$ cat config.mk
export PLATFORM = sky130hd
export DESIGN_NAME = fcvt_d2i_post_flat
export DESIGN_NICKNAME = d
export VERILOG_FILES = /design/src/rtl/fcvt_d2i_post_pkg.sv /design/src/rtl/fcvt_d2i_post_if.sv /design/src/rtl/fcvt_d2i_post_classify.sv /design/src/rtl/fcvt_d2i_post.sv /design/src/flat_wrapper.sv
export SDC_FILE = /design/constraint.sdc
export NUM_CORES = 1
export LEC_CHECK = 0
export ABC_AREA = 1
export BUFFER_PORTS_ARGS = -buffer_cell sky130_fd_sc_hd__buf_2
export CAP_MARGIN = 20
export CELL_PAD_IN_SITES_DETAIL_PLACEMENT = 2
export CELL_PAD_IN_SITES_GLOBAL_PLACEMENT = 2
export CORE_MARGIN = 4
export CORE_UTILIZATION = 31
export DETAILED_ROUTE_END_ITERATION = 8
export MAX_ROUTING_LAYER = met4
export PLACE_DENSITY = 0.82
export SLEW_MARGIN = 15
export SYNTH_ARGS = -nofsm -noshare
export SYNTH_HDL_FRONTEND = slang
export SYNTH_HIERARCHICAL = 1
export SYNTH_SLANG_ARGS = --single-unit
$ cat constraint.sdc
create_clock -name i_clk -period 2.6 [get_ports i_clk]
set_clock_uncertainty 0.05 [all_clocks]
set_input_delay 0 -clock i_clk [delete_from_list [all_inputs] [get_ports i_clk]]
set_output_delay 0 -clock i_clk [all_outputs]
set_load 0.005 [all_outputs]
$ cat src/rtl/fcvt_d2i_post_pkg.sv
// Shared types and constants for the double-to-integer post-processing stage.
package fcvt_d2i_post_pkg;

  typedef enum logic [1:0] {ST_IDLE, ST_WAIT, ST_DONE} state_t;

  localparam logic [63:0] L_S_MAX = 64'h7FFF_FFFF_FFFF_FFFF;
  localparam logic [63:0] L_S_MIN = 64'h8000_0000_0000_0000;
  localparam logic [63:0] W_S_MAX = 64'h0000_0000_7FFF_FFFF;
  localparam logic [63:0] W_S_MIN = 64'hFFFF_FFFF_8000_0000;
  localparam logic [63:0] U_MAX   = 64'hFFFF_FFFF_FFFF_FFFF;
  localparam logic [63:0] U_MIN   = 64'h0;

  localparam logic [10:0] EXP_ONE   = 11'h3FF;
  localparam logic [10:0] EXP_W_S   = 11'h41D;
  localparam logic [10:0] EXP_W_U   = 11'h41E;
  localparam logic [10:0] EXP_L_S   = 11'h43D;
  localparam logic [10:0] EXP_L_U   = 11'h43E;
  localparam logic [10:0] EXP_FRAC0 = 11'h433;  // exponent at which no fraction bits remain
  localparam logic [10:0] EXP_MAX   = 11'h7FF;

  typedef struct packed {
    state_t      state;
    logic        sign;
    logic [10:0] exp;
    logic [51:0] frac;
    logic        sgn;
    logic        w32;
    logic [63:0] res;
    logic [4:0]  fflags;
    logic        valid;
  } regs_t;

  localparam regs_t REGS_RST = '{ST_IDLE, 1'b0, 11'd0, 52'd0, 1'b0, 1'b0, 64'd0, 5'd0, 1'b0};

endpackage

$ cat src/rtl/fcvt_d2i_post_if.sv
// Issue, converter-result and output handshake bundle of fcvt_d2i_post.
interface fcvt_d2i_post_if;
  logic        i_ena;
  logic        i_signed;
  logic        i_w32;
  logic [63:0] i_a;
  logic [63:0] i_d2l_res;
  logic        i_d2l_overflow;
  logic        i_d2l_underflow;
  logic        i_d2l_valid;
  logic        i_ready;
  logic [63:0] o_res;
  logic [4:0]  o_fflags;
  logic        o_valid;
  logic        o_busy;

  modport master (output i_ena, i_signed, i_w32, i_a, i_d2l_res, i_d2l_overflow,
                         i_d2l_underflow, i_d2l_valid, i_ready,
                  input  o_res, o_fflags, o_valid, o_busy);
  modport slave  (input  i_ena, i_signed, i_w32, i_a, i_d2l_res, i_d2l_overflow,
                         i_d2l_underflow, i_d2l_valid, i_ready,
                  output o_res, o_fflags, o_valid, o_busy);
endinterface

$ cat src/rtl/fcvt_d2i_post_classify.sv
// Combinational operand classification for the d2i post stage.
// Inexact detection exists only when FCVT_D2I_NX_EN is defined.
module fcvt_d2i_classify
  import fcvt_d2i_post_pkg::*;
(
  input  logic        sign,
  input  logic [10:0] exp,
  input  logic [51:0] frac,
  input  logic        is_signed,
  input  logic        w32,
  output logic        nan,
  output logic        inf,
  output logic        zero,
  output logic        lt_one,
  output logic        out_of_range,
  output logic        exact_min,
  output logic        inexact
);
  logic [10:0] lim;

  always_comb begin
    case ({w32, is_signed})
      2'b00:   lim = EXP_L_U;
      2'b01:   lim = EXP_L_S;
      2'b10:   lim = EXP_W_U;
      default: lim = EXP_W_S;
    endcase
  end

  assign nan          = (exp == EXP_MAX) && (frac != '0);
  assign inf          = (exp == EXP_MAX) && (frac == '0);
  assign zero         = (exp == '0) && (frac == '0);
  assign lt_one       = exp < EXP_ONE;
  assign out_of_range = exp > lim;
  // -2^63 / -2^31 sit one exponent above the signed limit but are representable
  assign exact_min    = is_signed && sign && (frac == '0) && (exp == (w32 ? EXP_W_U : EXP_L_U));

`ifdef FCVT_D2I_NX_EN
  logic [10:0] sh;
  logic [51:0] fmask;
  always_comb begin
    sh    = EXP_FRAC0 - exp;
    fmask = ~({52{1'b1}} << sh);
  end
  assign inexact = !zero && (lt_one || ((exp < EXP_FRAC0) && |(frac & fmask)));
`else
  assign inexact = 1'b0;
`endif

endmodule

$ cat src/rtl/fcvt_d2i_post.sv
// Double-to-integer post stage: RISC-V saturation, fflags and output handshake.
// Optional NX flag generation via FCVT_D2I_NX_EN.
module fcvt_d2i_post
  import fcvt_d2i_post_pkg::*;
(
  input  logic            i_clk,
  input  logic            i_nrst,
  fcvt_d2i_post_if.slave  bus
);
  regs_t r;
  logic c_nan, c_inf, c_zero, c_lt_one, c_oor, c_exact_min, c_inexact;
  logic [63:0] max_v, min_v, nxt_res;
  logic nv, nx;

  fcvt_d2i_classify u_cls (
    .sign(r.sign), .exp(r.exp), .frac(r.frac), .is_signed(r.sgn), .w32(r.w32),
    .nan(c_nan), .inf(c_inf), .zero(c_zero), .lt_one(c_lt_one),
    .out_of_range(c_oor), .exact_min(c_exact_min), .inexact(c_inexact)
  );

  always_comb begin
    max_v   = r.sgn ? (r.w32 ? W_S_MAX : L_S_MAX) : U_MAX;
    min_v   = r.w32 ? W_S_MIN : L_S_MIN;
    nxt_res = '0;
    nv      = 1'b0;
    nx      = 1'b0;
    if (c_nan || (!r.sign && (c_inf || c_oor))) begin
      nxt_res = max_v;
      nv      = 1'b1;
    end else if (c_exact_min) begin
      nxt_res = min_v;
    end else if (r.sign && (c_inf || c_oor)) begin
      nxt_res = r.sgn ? min_v : U_MIN;
      nv      = 1'b1;
    end else if (!r.sgn && r.sign && !c_lt_one) begin
      nv = 1'b1;
    end else if (c_zero || c_lt_one || bus.i_d2l_underflow) begin
      nx = c_inexact;
    end else begin
      nxt_res = r.w32 ? {{32{bus.i_d2l_res[31]}}, bus.i_d2l_res[31:0]} : bus.i_d2l_res;
      nx      = c_inexact;
    end
  end

  always_ff @(posedge i_clk or negedge i_nrst) begin
    if (!i_nrst) begin
      r <= REGS_RST;
    end else begin
      case (r.state)
        ST_IDLE: if (bus.i_ena) begin
          r.sign  <= bus.i_a[63];
          r.exp   <= bus.i_a[62:52];
          r.frac  <= bus.i_a[51:0];
          r.sgn   <= bus.i_signed;
          r.w32   <= bus.i_w32;
          r.state <= ST_WAIT;
        end
        ST_WAIT: if (bus.i_d2l_valid) begin
          r.res    <= nxt_res;
          r.fflags <= {nv, 3'b000, nx};
          r.valid  <= 1'b1;
          r.state  <= ST_DONE;
        end
        ST_DONE: if (bus.i_ready) begin
          r.valid <= 1'b0;
          r.state <= ST_IDLE;
        end
        default: r.state <= ST_IDLE;
      endcase
    end
  end

  assign bus.o_res    = r.res;
  assign bus.o_fflags = r.fflags;
  assign bus.o_valid  = r.valid;
  assign bus.o_busy   = (r.state != ST_IDLE);

endmodule

$ cat src/flat_wrapper.sv
// flat-port wrapper written by rule: the top's interface ports become plain ports
module fcvt_d2i_post_flat import fcvt_d2i_post_pkg::*;
  (i_clk, i_nrst, bus_i_ena, bus_i_signed, bus_i_w32, bus_i_a, bus_i_d2l_res, bus_i_d2l_overflow, bus_i_d2l_underflow, bus_i_d2l_valid, bus_i_ready, bus_o_res, bus_o_fflags, bus_o_valid, bus_o_busy);
  fcvt_d2i_post_if bus_i ();
  input  logic i_clk;
  input  logic i_nrst;
  input wire logic [$bits(bus_i.i_ena)-1:0] bus_i_ena;
  input wire logic [$bits(bus_i.i_signed)-1:0] bus_i_signed;
  input wire logic [$bits(bus_i.i_w32)-1:0] bus_i_w32;
  input wire logic [$bits(bus_i.i_a)-1:0] bus_i_a;
  input wire logic [$bits(bus_i.i_d2l_res)-1:0] bus_i_d2l_res;
  input wire logic [$bits(bus_i.i_d2l_overflow)-1:0] bus_i_d2l_overflow;
  input wire logic [$bits(bus_i.i_d2l_underflow)-1:0] bus_i_d2l_underflow;
  input wire logic [$bits(bus_i.i_d2l_valid)-1:0] bus_i_d2l_valid;
  input wire logic [$bits(bus_i.i_ready)-1:0] bus_i_ready;
  output wire logic [$bits(bus_i.o_res)-1:0] bus_o_res;
  output wire logic [$bits(bus_i.o_fflags)-1:0] bus_o_fflags;
  output wire logic [$bits(bus_i.o_valid)-1:0] bus_o_valid;
  output wire logic [$bits(bus_i.o_busy)-1:0] bus_o_busy;
  assign bus_i.i_ena = bus_i_ena;
  assign bus_i.i_signed = bus_i_signed;
  assign bus_i.i_w32 = bus_i_w32;
  assign bus_i.i_a = bus_i_a;
  assign bus_i.i_d2l_res = bus_i_d2l_res;
  assign bus_i.i_d2l_overflow = bus_i_d2l_overflow;
  assign bus_i.i_d2l_underflow = bus_i_d2l_underflow;
  assign bus_i.i_d2l_valid = bus_i_d2l_valid;
  assign bus_i.i_ready = bus_i_ready;
  assign bus_o_res = bus_i.o_res;
  assign bus_o_fflags = bus_i.o_fflags;
  assign bus_o_valid = bus_i.o_valid;
  assign bus_o_busy = bus_i.o_busy;
  fcvt_d2i_post u_core (.i_clk(i_clk), .i_nrst(i_nrst), .bus(bus_i));
endmodule
* After elaboration in Yosys (flattened, before gate mapping)
Cells that the tools add are included.
** Storage, ports and cells
- Output and inout bits :: 71
- Logic and storage cells :: 71
- Register bits :: 134
- Input port bits :: 137
** Operators by class
- Magnitude comparators :: 2
- Reductions and logical operators :: 28
- Equality and inequality tests :: 9
- Mux-type cells :: 23
** Operators by type and width (count)
- $mux 64 :: 8
- $mux 63 :: 2
- $mux 68 :: 1
- $logic_not 52->1 :: 1
- $reduce_bool 52->1 :: 1
- $pmux 6 s3 :: 1
- $eq 11x11->1 :: 1
- $eq 11x11->1 const B :: 1
- $gt 11x11->1 :: 1
- $logic_not 11->1 :: 1
- $lt 11x10->1 const B :: 1
- $logic_and 1x1->1 :: 10
- $mux 1 :: 6
- $mux 6 :: 1
- $ne 2x2->1 const B :: 3
- $pmux 2 s3 :: 1
- $reduce_and 3->1 :: 2
- $eq 2x1->1 const B :: 2
- $eq 2x2->1 const B :: 2
- $logic_not 2->1 :: 2
- $logic_or 1x1->1 :: 4
- $mux 2 :: 2
- $reduce_and 2->1 :: 2
- $reduce_bool 2->1 :: 2
- 2 further kinds :: 4

* Longest topological paths before layout
- Depth in word-level cells :: 9
- Depth in mapped cells :: 16
- Gate-level depth less buffers :: 15

* Hierarchy
Netlist, hierarchy kept.
** By module, submodules not included
- fcvt_d2i_post :: sequential area each 3378.2 um2, cells an instance 710, instances 1, area an instance 6842.8 um2
- fcvt_d2i_classify :: sequential area each 0.0 um2, cells an instance 100, instances 1, area an instance 469.2 um2

* Worst setup path before layout
No wires, ideal clock.
- Path kind :: register to register
- From :: register, netlist name u_core/r[70]
- To :: register u_core.r, in the netlist u_core/bus.o_res[33]
- Setup slack :: 0.528 ns
- Period minus slack after synthesis :: 2.072 ns
- Setup time :: 0.077 ns
- Cell stages (with the launch flop) :: 15
- Arrival :: 1.944 ns
- Required time :: 2.473 ns
- Buffers on the path :: 2
- Path through :: dfrtp_1 -> clkbuf_1 -> ha_1 -> nor3b_1 -> nand3_1 -> a21oi_1 -> inv_1 -> nand2_2 -> nand3_1 -> nand2_1 -> nand2_1 -> buf_2 -> nand2_1 -> nand2_1 -> a21oi_1
** Between the ends
- Word-level cells in the longest chain between the ends :: 8
- Elaborated cells on any way between the ends :: 22
- Classes of those cells :: 1 x order compare; 3 x eq/ne; 12 x mux; 6 x reduce/logical
** Ends and longest elaborated chain
- $eq 2x2->1 (tied with other cells) :: RTL line fcvt_d2i_post_classify.sv:22 : case ({w32, is_signed})
- $pmux 6 s3 * :: RTL line fcvt_d2i_post_classify.sv:22
- $gt 11x11->1 * :: RTL line fcvt_d2i_post_classify.sv:34 : assign out_of_range = exp > lim;
- via u_core.c_oor :: RTL line fcvt_d2i_post.sv:11 : logic c_nan, c_inf, c_zero, c_lt_one, c_oor, c_exact_min, c_inexact;
- $logic_or 1x1->1 * :: RTL line fcvt_d2i_post.sv:27, fcvt_d2i_post.sv:32
- $logic_and 1x1->1 :: RTL line fcvt_d2i_post.sv:32 : end else if (r.sign && (c_inf || c_oor)) begin
- $mux 64 :: RTL line fcvt_d2i_post.sv:32
- $mux 64 :: RTL line fcvt_d2i_post.sv:30 : end else if (c_exact_min) begin
- $mux 64 * :: RTL line fcvt_d2i_post.sv:27 : if (c_nan || (!r.sign && (c_inf || c_oor))) begin
- end, declared :: RTL line fcvt_d2i_post.sv:10 : regs_t r;
Mark *: on every way through the listed nets, which the timed path passes. The rest lies on a longest branch.
A chain may end at the register's enable or synchronous reset.

* Worst setup path in the final report
- From :: register, netlist name u_core/r[125]
- To :: register u_core.r, in the netlist u_core/bus.o_res[52]
** Between the ends
- Elaborated cells on any way between the ends :: 22
- Classes of those cells :: 2 x order compare; 2 x eq/ne; 5 x mux; 13 x reduce/logical
** RTL lines (RTL line)
- $gt 11x11->1 * :: fcvt_d2i_post_classify.sv:34
- via u_core.c_oor :: fcvt_d2i_post.sv:11
- $logic_or 1x1->1 * :: fcvt_d2i_post.sv:27, fcvt_d2i_post.sv:32
- $logic_and 1x1->1 :: fcvt_d2i_post.sv:32
- $mux 64 :: fcvt_d2i_post.sv:32
- $mux 64 :: fcvt_d2i_post.sv:30
- $mux 64 * :: fcvt_d2i_post.sv:27
Marked as above.

==> impl_metrics.json <==
{
  "finalMaxSlewViolations": 0,
  "yosysMostFrequentCell": "dfrtp_1",
  "finalNonFillerCells": 1408,
  "finalSetupViolCount": 0,
  "critical_path_class": "reg2reg",
  "synth.avg_cell_area_um2": 9.03,
  "initial_core_util": 0.319,
  "dpl_worst_slack_ns": -0.0715,
  "synth_cell_types": 42,
  "cts_tree": "built",
  "gr-total-overflow": 0,
  "drt_pass1_iterations": 4,
  "wl_per_cell_um": 21.4,
  "cts_sinks": 135,
  "ys_seq_area_frac": 0.462,
  "finalHoldViolCount": 0,
  "design_area_um2": 10200,
  "clkTransAtPathRegs_ns": 0.07,
  "areaGrowthSynthToFinish_pct": 39.8,
  "setup_ws_ns": 0.126,
  "max_freq_mhz": 404,
  "cpPeakStageDelay_ns": 0.44,
  "max_slew_margin": 0.520,
  "ys_warn_count": 6,
  "insertion_delay_ns": 0.43,
  "layout-drive-gt1-share": 0.387,
  "tightest_slew_ns": 0.719,
  "multi_input_area_um2": 2960,
  "path_cells": "ha_1, nand2_1, o21ai_0, nand3_1, a21oi_2, inv_1, nand2_4, nand3_1, nand2_2, nand2_4, buf_12, nand2_1, nand2_1, a21oi_1",
  "ys_async_sr_fraction": 1.00,
  "drt-total-wl_mm": 30.1,
  "place_congestion": 0.750,
  "synth_commonest_cells": "dfrtp_1, nand2_1, buf_4, inv_1, mux2_2",
  "dp.cells": 1240,
  "pin_count": 208,
  "p_leak_nw": 5.05,
  "crit_fanout": 16,
  "p_per_area_nw_per_um2": 1180,
  "numCtsBuffers": 17,
  "first_iter_violations": 294,
  "nFillCells": 2471,
  "p_total_mw": 12.1,
  "crit_slowest_cell": "dfrtp_2",
  "crit_path_end_kind": "flip-flop",
  "ys_ff_latch": 135,
  "synth_top_cell_area_share": 0.462,
  "synth_edf_count": 0,
  "cpMostUsedCell": "nand2_1",
  "critPathRequiredTime_ns": 2.89,
  "drv_cap": 0,
  "fin_crit_ns": 2.47,
  "status": "finished, final reports clean",
  "rows": 55,
  "synth-main-ff-cell": "dfrtp_1",
  "root_buffer": "clkbuf_16",
  "post-route-drc-count": 0,
  "max-clock-path-buffers": 2,
  "die_w_um": 162,
  "grtUsageTotal": 0.233,
  "period_share": 0.951,
  "ir_worst_vdd_mv": 0.527,
  "synth.area.top_cells": "dfrtp_1, mux2_2, buf_4",
  "nets": 1217,
  "layout.area.seq_um2": 3380,
  "final_util": 0.446,
  "hold_slack_ns": 0.0139,
  "grt_pass1_wl_mm": 45.8,
  "htree_levels": 4,
  "grt_pass1_vias": 7938,
  "fin_setup_tns_ns": 0,
  "syn_area_um2": 7310,
  "placed_area_um2": 8200,
  "syn_inst": 810,
  "antenna_found_initial": 4,
  "via_count": 6634,
  "design.die.area_um2": 26100,
  "hold_class": "in2reg",
  "core_area_um2": 22900,
  "crit_arrival_ns": 2.76,
  "ant_nets": 0,
  "routed_via_density": 4.71,
  "grt_max_degree": 72,
  "hpwl_mm": 15.6,
  "synth_area_leader_cell": "dfrtp_1",
  "numPortBuffers": 203,
  "start_kind": "flip-flop",
  "die_h_um": 162
}
## cell families (layout without fill, tap and decap cells)
family          after synthesis  in the layout  synth area share
simple gates                302            303             0.194
buf+inv                     192            468             0.146
flops                       135            135             0.462
compound gates              110            111            0.0905
mux                          65             65             0.100
fa+ha+maj                     3              3           0.00513
other cells                   2              9           0.00103
xor+xnor                      1              1           0.00120
## area by class of cell
| class | count | area share |
|---|---|---|
| antenna | 5 | 0.00122 |
| clock buffer | 17 | 0.0416 |
| clock inverter | 15 | 0.0174 |
| inverter | 79 | 0.0290 |
| multi-input combinational | 487 | 0.289 |
| sequential | 135 | 0.331 |
| tap | 313 | 0.0383 |
| timing repair buffer | 357 | 0.252 |
## state kept, by name, summed over array words and instances (netlist names)
| name | count |
|---|---|
| u_core/r | 68 |
| u_core/bus.o_res | 64 |
| u_core/bus.o_fflags | 2 |
| u_core/bus.o_valid | 1 |
## final timing paths
check	startpoint	to	slack [ns]	cells past startpoint
max	u_core/r[125]	u_core/bus.o_res[52]	0.13	14
min	bus_i_d2l_res[35]	u_core/bus.o_res[35]	0.01	7
max reg2reg	u_core/r[125]	u_core/bus.o_res[52]	0.13	14
min reg2reg	u_core/bus.o_valid	u_core/bus.o_valid	0.44	2
max in group asynchronous	i_nrst	u_core/bus.o_res[12]	1.49	3
min in group asynchronous	i_nrst	u_core/r[122]	0.09	2
## routing by layer
metal	up-vias	track usage	share of wire
li1	3048	-	-
met1	3333	0.239	0.37
met2	194	0.435	0.56
met3	59	0.0454	0.039
met4	0	0.0931	0.034
met5	-	-	0
## timing repair
action                                  CTS  global route
gates cloned                              1             2
resized for setup                         5            17
buffers inserted                          0             9
hold endpoints to repair                188             0
endpoints found under the setup margin   32            34
pin swaps                                 1             7
hold buffers                            119             0
## critical path, delay by kind of cell (launching register included)
family | cells | cell delay, ns
adder cells (fa/ha/maj) | 1 | 0.31
AO/OA/AOI/OAI | 3 | 0.53
buffers and inverters | 2 | 0.27
flip-flops | 1 | 0.44
AND/OR/NAND/NOR | 8 | 0.79
## layout by cell type (no fill, tap or decap), types with 18 or more instances in the layout
cell / count
buf_2: 202
dfrtp_1: 134
nand2_1: 126
dlygate4sd3_1: 119
inv_1: 75
mux2_2: 64
or2_2: 56
nor2_1: 42
nand3_1: 41
o21ai_0: 36
a21oi_1: 34
a21boi_1: 30
buf_4: 26
clkbuf_16: 18
## power by group
part | internal [mW] | total, mW | switching, mW
logic | 2.62 | 5.63 | 3.00
clock network | 1.31 | 2.50 | 1.19
registers | 3.20 | 3.96 | 0.758
total | 7.13 | 12.1 | 4.95
No activity file was read; power rests on OpenSTA's default activity.
